`src/rtl/zbt_pkg.sv`:
```
// Shared ZBT constants, pipeline op tags and the sequencer state encoding.
package zbt_pkg;

    // Cycles between the address phase and the data phase on the ZBT bus
    localparam int ZBT_LAT    = 2;
    localparam int ZBT_ADDR_W = 19;
    localparam int ZBT_DATA_W = 36;

    // Tag carried down the data pipeline so each data-phase cycle knows its owner
    typedef enum logic [1:0] {
        OP_NONE  = 2'd0,
        OP_READ  = 2'd1,
        OP_WRITE = 2'd2
    } zbt_op_e;

    // Burst sequencer states
    typedef enum logic [1:0] {
        ST_IDLE  = 2'd0,
        ST_WRITE = 2'd1,
        ST_DRAIN = 2'd2
    } seq_state_e;

endpackage

```
`src/rtl/zbt_delay_line.sv`:
```
// ZBT_LAT-stage shift register carrying {op tag, write data} from the grant
// cycle towards the ZBT data phase. Reset empties every stage so nothing
// issued before reset can reach the bus afterwards.
module zbt_delay_line
    import zbt_pkg::*;
#(
    parameter int DATA_W = ZBT_DATA_W
) (
    input  logic              i_clk,
    input  logic              i_reset,
    input  zbt_op_e           i_op,
    input  logic [DATA_W-1:0] i_data,
    output zbt_op_e           o_op,
    output logic [DATA_W-1:0] o_data
);

    zbt_op_e           r_op   [ZBT_LAT];
    logic [DATA_W-1:0] r_data [ZBT_LAT];

    // Shift tag and data one stage per cycle; clear all stages on reset
    always_ff @(posedge i_clk) begin
        if (i_reset) begin
            for (int i = 0; i < ZBT_LAT; i++) begin
                r_op[i]   <= OP_NONE;
                r_data[i] <= '0;
            end
        end else begin
            r_op[0]   <= i_op;
            r_data[0] <= i_data;
            for (int i = 1; i < ZBT_LAT; i++) begin
                r_op[i]   <= r_op[i-1];
                r_data[i] <= r_data[i-1];
            end
        end
    end

    assign o_op   = r_op[ZBT_LAT-1];
    assign o_data = r_data[ZBT_LAT-1];

endmodule

```
`src/rtl/zbt_point_sequencer.sv`:
```
// Writes a burst of NUM_POINTS looked-up points to ZBT SRAM at BASE_ADDR+index
// while sharing the port with a read requester that always wins arbitration.
// Timing for a grant in cycle n: address/we_b in n+1, bus data phase in n+3,
// read data returned with rd_valid in n+4. Continuous rd_req starves writes.
module zbt_point_sequencer
    import zbt_pkg::*;
#(
    parameter int                ADDR_W     = ZBT_ADDR_W,
    parameter int                DATA_W     = ZBT_DATA_W,
    parameter int                IDX_W      = 2,
    parameter int                NUM_POINTS = 4,
    parameter logic [ADDR_W-1:0] BASE_ADDR  = '0
) (
    input  logic              i_clk,
    input  logic              i_reset,
    input  logic              i_start,
    output logic              o_busy,
    output logic              o_done,
    output logic [IDX_W-1:0]  o_index,
    input  logic [DATA_W-1:0] i_value,
    input  logic              i_rd_req,
    input  logic [ADDR_W-1:0] i_rd_addr,
    output logic [DATA_W-1:0] o_rd_data,
    output logic              o_rd_valid,
    output logic [ADDR_W-1:0] o_zbt_addr,
    output logic              o_zbt_we_b,
    output logic [DATA_W-1:0] o_zbt_wdata,
    output logic              o_zbt_wdata_oe,
    input  logic [DATA_W-1:0] i_zbt_rdata,
    output logic [1:0]        o_dbg_state
);

    seq_state_e        r_state;
    seq_state_e        w_next_state;
    logic [IDX_W-1:0]  r_wr_idx;
    logic              r_drain_cnt;
    logic              w_wr_grant;
    logic              w_last;
    logic              w_busy;
    logic              w_done_next;
    logic [IDX_W-1:0]  w_index;
    zbt_op_e           w_op;
    logic [DATA_W-1:0] w_op_data;
    zbt_op_e           w_dl_op;
    logic [DATA_W-1:0] w_dl_data;
    logic [ADDR_W-1:0] r_zbt_addr;
    logic              r_zbt_we_b;
    logic [DATA_W-1:0] r_wdata;
    logic              r_wdata_oe;
    logic              r_rd_pend;
    logic [DATA_W-1:0] r_rd_data;
    logic              r_rd_valid;
    logic              r_done;

    // A write is granted only in WRITE and only when no read is asking
    assign w_wr_grant = (r_state == ST_WRITE) && !i_rd_req;
    assign w_last     = (r_wr_idx == IDX_W'(NUM_POINTS - 1));

    // State register
    always_ff @(posedge i_clk) begin
        if (i_reset) r_state <= ST_IDLE;
        else         r_state <= w_next_state;
    end

    // Next-state logic; start outside IDLE is ignored
    always_comb begin
        w_next_state = r_state;
        case (r_state)
            ST_IDLE:  if (i_start)                w_next_state = ST_WRITE;
            ST_WRITE: if (w_wr_grant && w_last)   w_next_state = ST_DRAIN;
            ST_DRAIN: if (r_drain_cnt)            w_next_state = ST_IDLE;
            default:                              w_next_state = ST_IDLE;
        endcase
    end

    // FSM outputs and the op/data presented to the data pipeline
    always_comb begin
        w_busy      = (r_state != ST_IDLE);
        w_index     = (r_state == ST_WRITE) ? r_wr_idx : '0;
        w_done_next = (r_state == ST_DRAIN) && r_drain_cnt;
        w_op        = OP_NONE;
        w_op_data   = '0;
        if (i_rd_req) begin
            w_op = OP_READ;
        end else if (w_wr_grant) begin
            w_op      = OP_WRITE;
            w_op_data = i_value;
        end
    end

    // Point index advances on write grants only; drain counter times DRAIN
    always_ff @(posedge i_clk) begin
        if (i_reset) begin
            r_wr_idx    <= '0;
            r_drain_cnt <= 1'b0;
        end else begin
            if (r_state == ST_IDLE)  r_wr_idx <= '0;
            else if (w_wr_grant)     r_wr_idx <= w_last ? '0 : r_wr_idx + 1'b1;
            r_drain_cnt <= (r_state == ST_DRAIN) && !r_drain_cnt;
        end
    end

    // ZBT address phase; address holds on idle cycles, we_b returns high
    always_ff @(posedge i_clk) begin
        if (i_reset) begin
            r_zbt_addr <= '0;
            r_zbt_we_b <= 1'b1;
        end else if (i_rd_req) begin
            r_zbt_addr <= i_rd_addr;
            r_zbt_we_b <= 1'b1;
        end else if (w_wr_grant) begin
            r_zbt_addr <= BASE_ADDR + ADDR_W'(r_wr_idx);
            r_zbt_we_b <= 1'b0;
        end else begin
            r_zbt_we_b <= 1'b1;
        end
    end

    zbt_delay_line #(.DATA_W(DATA_W)) u_delay (
        .i_clk   (i_clk),
        .i_reset (i_reset),
        .i_op    (w_op),
        .i_data  (w_op_data),
        .o_op    (w_dl_op),
        .o_data  (w_dl_data)
    );

    // Data phase: drive the bus only for write tags, flag read tags for capture
    always_ff @(posedge i_clk) begin
        if (i_reset) begin
            r_wdata    <= '0;
            r_wdata_oe <= 1'b0;
            r_rd_pend  <= 1'b0;
        end else begin
            r_wdata    <= (w_dl_op == OP_WRITE) ? w_dl_data : '0;
            r_wdata_oe <= (w_dl_op == OP_WRITE);
            r_rd_pend  <= (w_dl_op == OP_READ);
        end
    end

    // Read capture at the end of the data phase, plus the done pulse
    always_ff @(posedge i_clk) begin
        if (i_reset) begin
            r_rd_data  <= '0;
            r_rd_valid <= 1'b0;
            r_done     <= 1'b0;
        end else begin
            r_rd_valid <= r_rd_pend;
            if (r_rd_pend) r_rd_data <= i_zbt_rdata;
            r_done     <= w_done_next;
        end
    end

    assign o_busy         = w_busy;
    assign o_done         = r_done;
    assign o_index        = w_index;
    assign o_rd_data      = r_rd_data;
    assign o_rd_valid     = r_rd_valid;
    assign o_zbt_addr     = r_zbt_addr;
    assign o_zbt_we_b     = r_zbt_we_b;
    assign o_zbt_wdata    = r_wdata;
    assign o_zbt_wdata_oe = r_wdata_oe;
    assign o_dbg_state    = r_state;

endmodule

```
`config.mk`:
```
export PLATFORM = sky130hd
export DESIGN_NAME = zbt_point_sequencer
export DESIGN_NICKNAME = d
export VERILOG_FILES = /design/src/rtl/zbt_pkg.sv /design/src/rtl/zbt_delay_line.sv /design/src/rtl/zbt_point_sequencer.sv
export SDC_FILE = /design/constraint.sdc
export NUM_CORES = 1
export LEC_CHECK = 0
export CAP_MARGIN = 20
export CORE_UTILIZATION = 44
export DETAILED_ROUTE_END_ITERATION = 12
export PLACE_DENSITY = 0.79
export SLEW_MARGIN = 20
export SYNTH_ARGS = -nofsm -noshare
export SYNTH_HDL_FRONTEND = slang
export SYNTH_SLANG_ARGS = --single-unit
```
`constraint.sdc`:
```
create_clock -name i_clk -period 1.27 [get_ports i_clk]
set_input_delay 0.3175 -clock i_clk [delete_from_list [all_inputs] [get_ports i_clk]]
set_output_delay 0.3175 -clock i_clk [all_outputs]
set_load 0.005 [all_outputs]
```
# Word-level counts from Yosys, hierarchy flattened

Memories as Yosys holds them, arrays and structs flattened. A register that Yosys moved wholly into a read port is not among the register bits.
Index checks and enable logic that the tools add are counted.

Register bits after elaboration: 65
Memory bits (writable): 76
Memories kept: 2

Mux-type cells: 20
Reduce and logical (&&, ||, !) cells: 13
Add/sub/neg operators: 1
Eq/ne operators: 8
Bitwise gates (word level): 5

Memory list:

| name           | words | bits a word | read ports | clocked after Yosys merged registers in | write ports | RTL line             | RTL |
|---|---|---|---|---|---|---|---|
| u_delay.r_data | 2     | 36          | 2          | 1                                       | 2           | zbt_delay_line.sv:18 | `logic [DATA_W-1:0] r_data [ZBT_LAT];` |
| u_delay.r_op   | 2     | 2           | 2          | 0                                       | 2           | zbt_delay_line.sv:17 | `zbt_op_e r_op [ZBT_LAT];` |

Operators with widths:

| kind                | count |
|---|---|
| $mux 36             | 4 |
| $mux 19             | 2 |
| $mux 2              | 9 |
| $eq 2x2->1 const B  | 3 |
| $pmux 2 s3          | 1 |
| $reduce_or 2->1     | 3 |
| $eq 2x1->1 const B  | 2 |
| $logic_and 1x1->1   | 4 |
| $mux 1              | 4 |
| $ne 2x2->1 const B  | 2 |
| $or 1x1->1          | 4 |
| $reduce_bool 2->1   | 2 |
| $reduce_and 3->1    | 1 |
| $add 2x1->2 const B | 1 |
| $logic_not 1->1     | 2 |
| $logic_not 2->1     | 1 |
| $ne 2x1->1 const B  | 1 |
| $not 1->1           | 1 |

# Depth between registers and ports, before layout

Depth in word-level cells: 5
Depth in mapped cells: 5
Depth with buffers taken out: 4

# By module

Synthesis repeated with hierarchy kept, for this count alone.

Cell total of the unflattened synthesis: 550
Area, all modules: 5957.0 um2

By module, submodules not included:

| module              | instances | cells an instance | sequential area each (um2) | area each (um2) |
|---|---|---|---|---|
| zbt_point_sequencer | 1         | 352               | 2021.9                     | 3607.2 |
| zbt_delay_line      | 1         | 198               | 1521.5                     | 2349.8 |

# Worst setup path after synthesis

Ideal clock, no wire load.

Path type: register -> output
From: register r_state[0], in the netlist o_dbg_state[0]
To: output o_busy
Cell stages (with the launch flop): 3
Arrival time: 0.841 ns
Required time: 0.952 ns
Setup slack: 0.112 ns
Cell sequence: dfxtp_1 -> clkbuf_1 -> or2_2

Longest elaborated chain between the ends: 1

RTL lines:

| element                | RTL line                  | RTL |
|---|---|---|
| from (decl)            | zbt_point_sequencer.sv:33 | `seq_state_e r_state;` |
| from (signal assigned) | zbt_point_sequencer.sv:62 | `else r_state <= w_next_state;` |
| $reduce_bool 2->1      | zbt_point_sequencer.sv:78 | `w_busy = (r_state != ST_IDLE);` |
| to (decl)              | zbt_point_sequencer.sv:17 | `output logic o_busy,` |

Every way passes these cells.

# Worst setup path after layout

From: register r_state[1], in the netlist o_dbg_state[1]
To: register r_zbt_addr[15], in the netlist o_zbt_addr[15]

Longest elaborated chain between the ends: 3

RTL lines:

| element                            | RTL line                   | RTL |
|---|---|---|
| $eq 2x1->1                         | zbt_point_sequencer.sv:56  | `assign w_wr_grant = (r_state == ST_WRITE) && !i_rd_req;` |
| $logic_and 1x1->1                  | zbt_point_sequencer.sv:56  |  |
| $reduce_bool 2->1 (no source line) | -                          |  |
| to (signal assigned)               | zbt_point_sequencer.sv:109 | `r_zbt_addr <= i_rd_addr;` |
| to (signal assigned)               | zbt_point_sequencer.sv:112 | `r_zbt_addr <= BASE_ADDR + ADDR_W'(r_wr_idx);` |
| to (decl)                          | zbt_point_sequencer.sv:46  | `logic [ADDR_W-1:0] r_zbt_addr;` |

Every way passes these cells.
A chain may end at the register's enable or synchronous reset.

==> results.cfg <==
[logic_synthesis]
yosysSeqAreaShare_pct = 66.76
synth-compound-area-share_pct = 3.725
synthesis.nets = 534
synth_area_per_cell_um2 = 12.12
synth_cell_type_count = 29
yosysWarnings = 0
synthMuxAreaShare_pct = 6.789
synth_top_family_by_area = simple AND/OR/NAND/NOR gates
syn_area_mm2 = 0.005308
synth_top_area_share_pct = 66.76
synth_simple_gate_area_share_pct = 19.09
yosysTopAreaCell = dfxtp_1
synth_xor_xnor_area_share_pct = 0
synth.area.top_cells = dfxtp_1, and2_1, mux2i_1
synth_fa_ha_area_share_pct = 0.2357
syn_inst = 438
synth_seq_cells = 177

[critical_path]
r2r_start = o_dbg_state[1]
r2r_end = o_zbt_addr[15]
worst_setup_path_start_kind = flop
worst-r2r-cell-count = 7
rrSetupSlack_ns = -0.18
worst_ep_arrival_time_ns = 1.77
cp-end-kind = flop
critPathMaxFanout = 8
worstSetupPathType = flop to flop
crit_required_ns = 1.58

[drt]
drtIter0Drc = 119
wl_mm = 11.40
ant_nets = 0
vias_per_cell = 4.485
dr.pass1.iters = 8
vias = 3660
drc_errors = 9
wl_per_cell_um = 13.97

[sta]
clock.fmax_mhz = 687.9
period_minus_slack_ns = 1.454
finalHoldViolCount = 0
finalCritPeriodShare_pct = 114.5
timing.final.ws_setup_ns = -0.1838
setup_viol = 54
slew_viol_final = 0
skew_ns = 0.01361
max_slew_margin_pct = 80.48
rsz0062_at_grt = yes
tightest_slew_ns = 0.2928

[min_path]
hold_end = u_delay.r_op[0][1]
holdCritStartpoint = i_reset
holdPathStages = 3
hp-class = input pin to flop

[place]
gp_congestion = 0.7465
portBuffers = 194
dp_hpwl_mm = 7.924
dpl_cell_area_mm2 = 0.007472

[cells_and_area]
fin_nets = 756
design_area_mm2 = 0.007801
drive_gt1_share_pct = 35.81
mostFrequentLayoutCell = dfxtp_1
synthToLayoutAreaGrowth_pct = 46.98
nFillCells = 889
finish.utilization_pct = 67.46
diodes = 0
layout_common_cells = dfxtp_1, clkdlybuf4s50_1, buf_2

[run_status]
run_status = complete, but fails checks
violations = DRC, setup timing

[power]
clkPwrFrac_pct = 42.3
switching_share_pct = 20.97
p_leak_nw = 3.405
power_mw = 11.15
p_comb_share_pct = 6.4
power.density_mw_per_mm2 = 1430
seqPwrFrac_pct = 51.2
p_int_mw = 8.814
max-vdd-ir-drop_uv = 770.9
switching_power_mw = 2.339

[global_routing]
grt_pass1_wl_mm = 17.60
grt_remaining_overflow = 0
grt_pass1_vias = 3549
grt_max_degree = 38
grt_antenna_before_repair = 0
grt_usage_pct = 18.46

[cts]
cts_root_buffer = clkbuf_16
clockBufferDepth = 2
numCtsBuffers = 17
clk_pin_slew_ns = 0.06
insertion_delay_ns = 0.42
h-tree-depth = 4
cts_tree = built
cts_sinks = 177

[floorplanning]
io-pin-count = 195
fp.coreArea_mm2 = 0.01156
start_util_pct = 45.89
rows = 39
fp.dieW_um = 111.8
die_y_um = 111.8
dieArea_mm2 = 0.01251

[run]
cap_violations = 0
-- metal layers --
metal	up-vias	wire, µm	global-route usage (%)
met5	-	0	0
met4	0	227	9.369
met3	13	668	5.661
met2	113	6015	32.51
li1	1860	-	-
met1	1674	4489	19.99
-- worst max-delay path by stage --
stage	from	endpoint	slack (ns)	depth (start not counted)
2_1_floorplan	o_dbg_state[0]	o_busy	0.11	2
3_3_place_gp	i_rd_req	u_delay.r_data[0][19]	-0.27	5
3_5_place_dp	i_rd_req	u_delay.r_data[0][10]	-0.31	5
4_1_cts	o_dbg_state[0]	o_busy	-0.20	2
5_1_grt	o_dbg_state[1]	o_index[0]	-0.23	2
6_report	o_dbg_state[1]	o_zbt_addr[15]	-0.18	7
-- Yosys cell counts --
library cell / instances
or2_2: 1
mux2i_1: 36
nor4bb_1: 1
nand2b_2: 1
a211oi_1: 2
nor3_2: 1
nor3b_1: 2
and2_1: 72
and3b_1: 2
nand3_1: 2
inv_1: 1
ha_1: 1
dfxtp_1: 177
nor2b_1: 42
a21o_1: 1
buf_6: 5
nand2_1: 1
nand3b_1: 1
nor3_1: 3
a31oi_1: 2
clkbuf_1: 6
a32oi_1: 1
nor3b_4: 2
buf_2: 9
buf_4: 7
a22o_1: 17
nor2_1: 40
o21ai_0: 1
nor4b_1: 1
-- worst max-delay path, cell delays in order, from the launching register on --
cell      delay, ns
dfxtp_4        0.36
buf_4          0.13
buf_6          0.11
nand2b_4       0.16
nor3b_4        0.17
buf_6          0.13
buf_16         0.13
a22o_1         0.17
-- layout make-up --
cell class,instances,area [µm²],area share (%)
timing repair buffer,230,1821,23.34
tap,143,178.9,2.294
clock buffer,22,474.2,6.079
multi-input combinational,233,1615,20.71
sequential,177,3632,46.56
inverter,1,3.754,0.04812
clock inverter,10,76.32,0.9783
-- state kept, by name, summed over array words and instances, names as in the netlist --
signal / count
r_drain_cnt: 1
u_delay.r_data: 72
u_delay.r_op: 4
r_rd_pend: 1
o_zbt_wdata_oe: 1
o_rd_data: 36
o_dbg_state: 2
o_done: 1
o_rd_valid: 1
o_zbt_we_b: 1
r_wr_idx: 2
o_zbt_wdata: 36
o_zbt_addr: 19
-- power groups by stage --
stage	registers [mW]	logic [mW]	clock network [mW]
global route	5.72	0.768	5.09
floorplan	5.83	0.225	0
detailed placement	5.83	0.725	0
global placement	5.83	0.711	0
finish	5.72	0.714	4.72
CTS	5.71	0.720	4.85
-- cell families (layout without fill, tap and decap cells) --
kind of cell	Yosys count	in the layout
flops	177	177
mux	36	36
buf+inv	28	263
compound gates	24	24
fa+ha+maj	1	1
simple gates	172	172
-- timing repair --
| action | 4_1_cts | 5_1_grt |
|---|---|---|
| gates resized for setup | 404 | 52 |
| hold buffers | 0 | 0 |
| hold endpoints to repair | 0 | 0 |
| setup buffers | 13 | 1 |
| cloned | 1 | 1 |
| pin swaps | 0 | 6 |
| setup endpoints to repair | 152 | 83 |
-- metrics by stage --
step	hold slack (ns)	std cells	setup TNS (ns)	worst slack (ns)
after global placement	0.4062	770	-14.67	-0.2744
after detailed placement	0.4080	770	-16.44	-0.3081
final	0.3508	816	-3.865	-0.1838
after global routing	0.3520	816	-6.788	-0.2280
after CTS	0.3389	816	-2.009	-0.1988
after floorplan	0.3974	438	0	0.1120
Power figures use the tool's default switching activity.
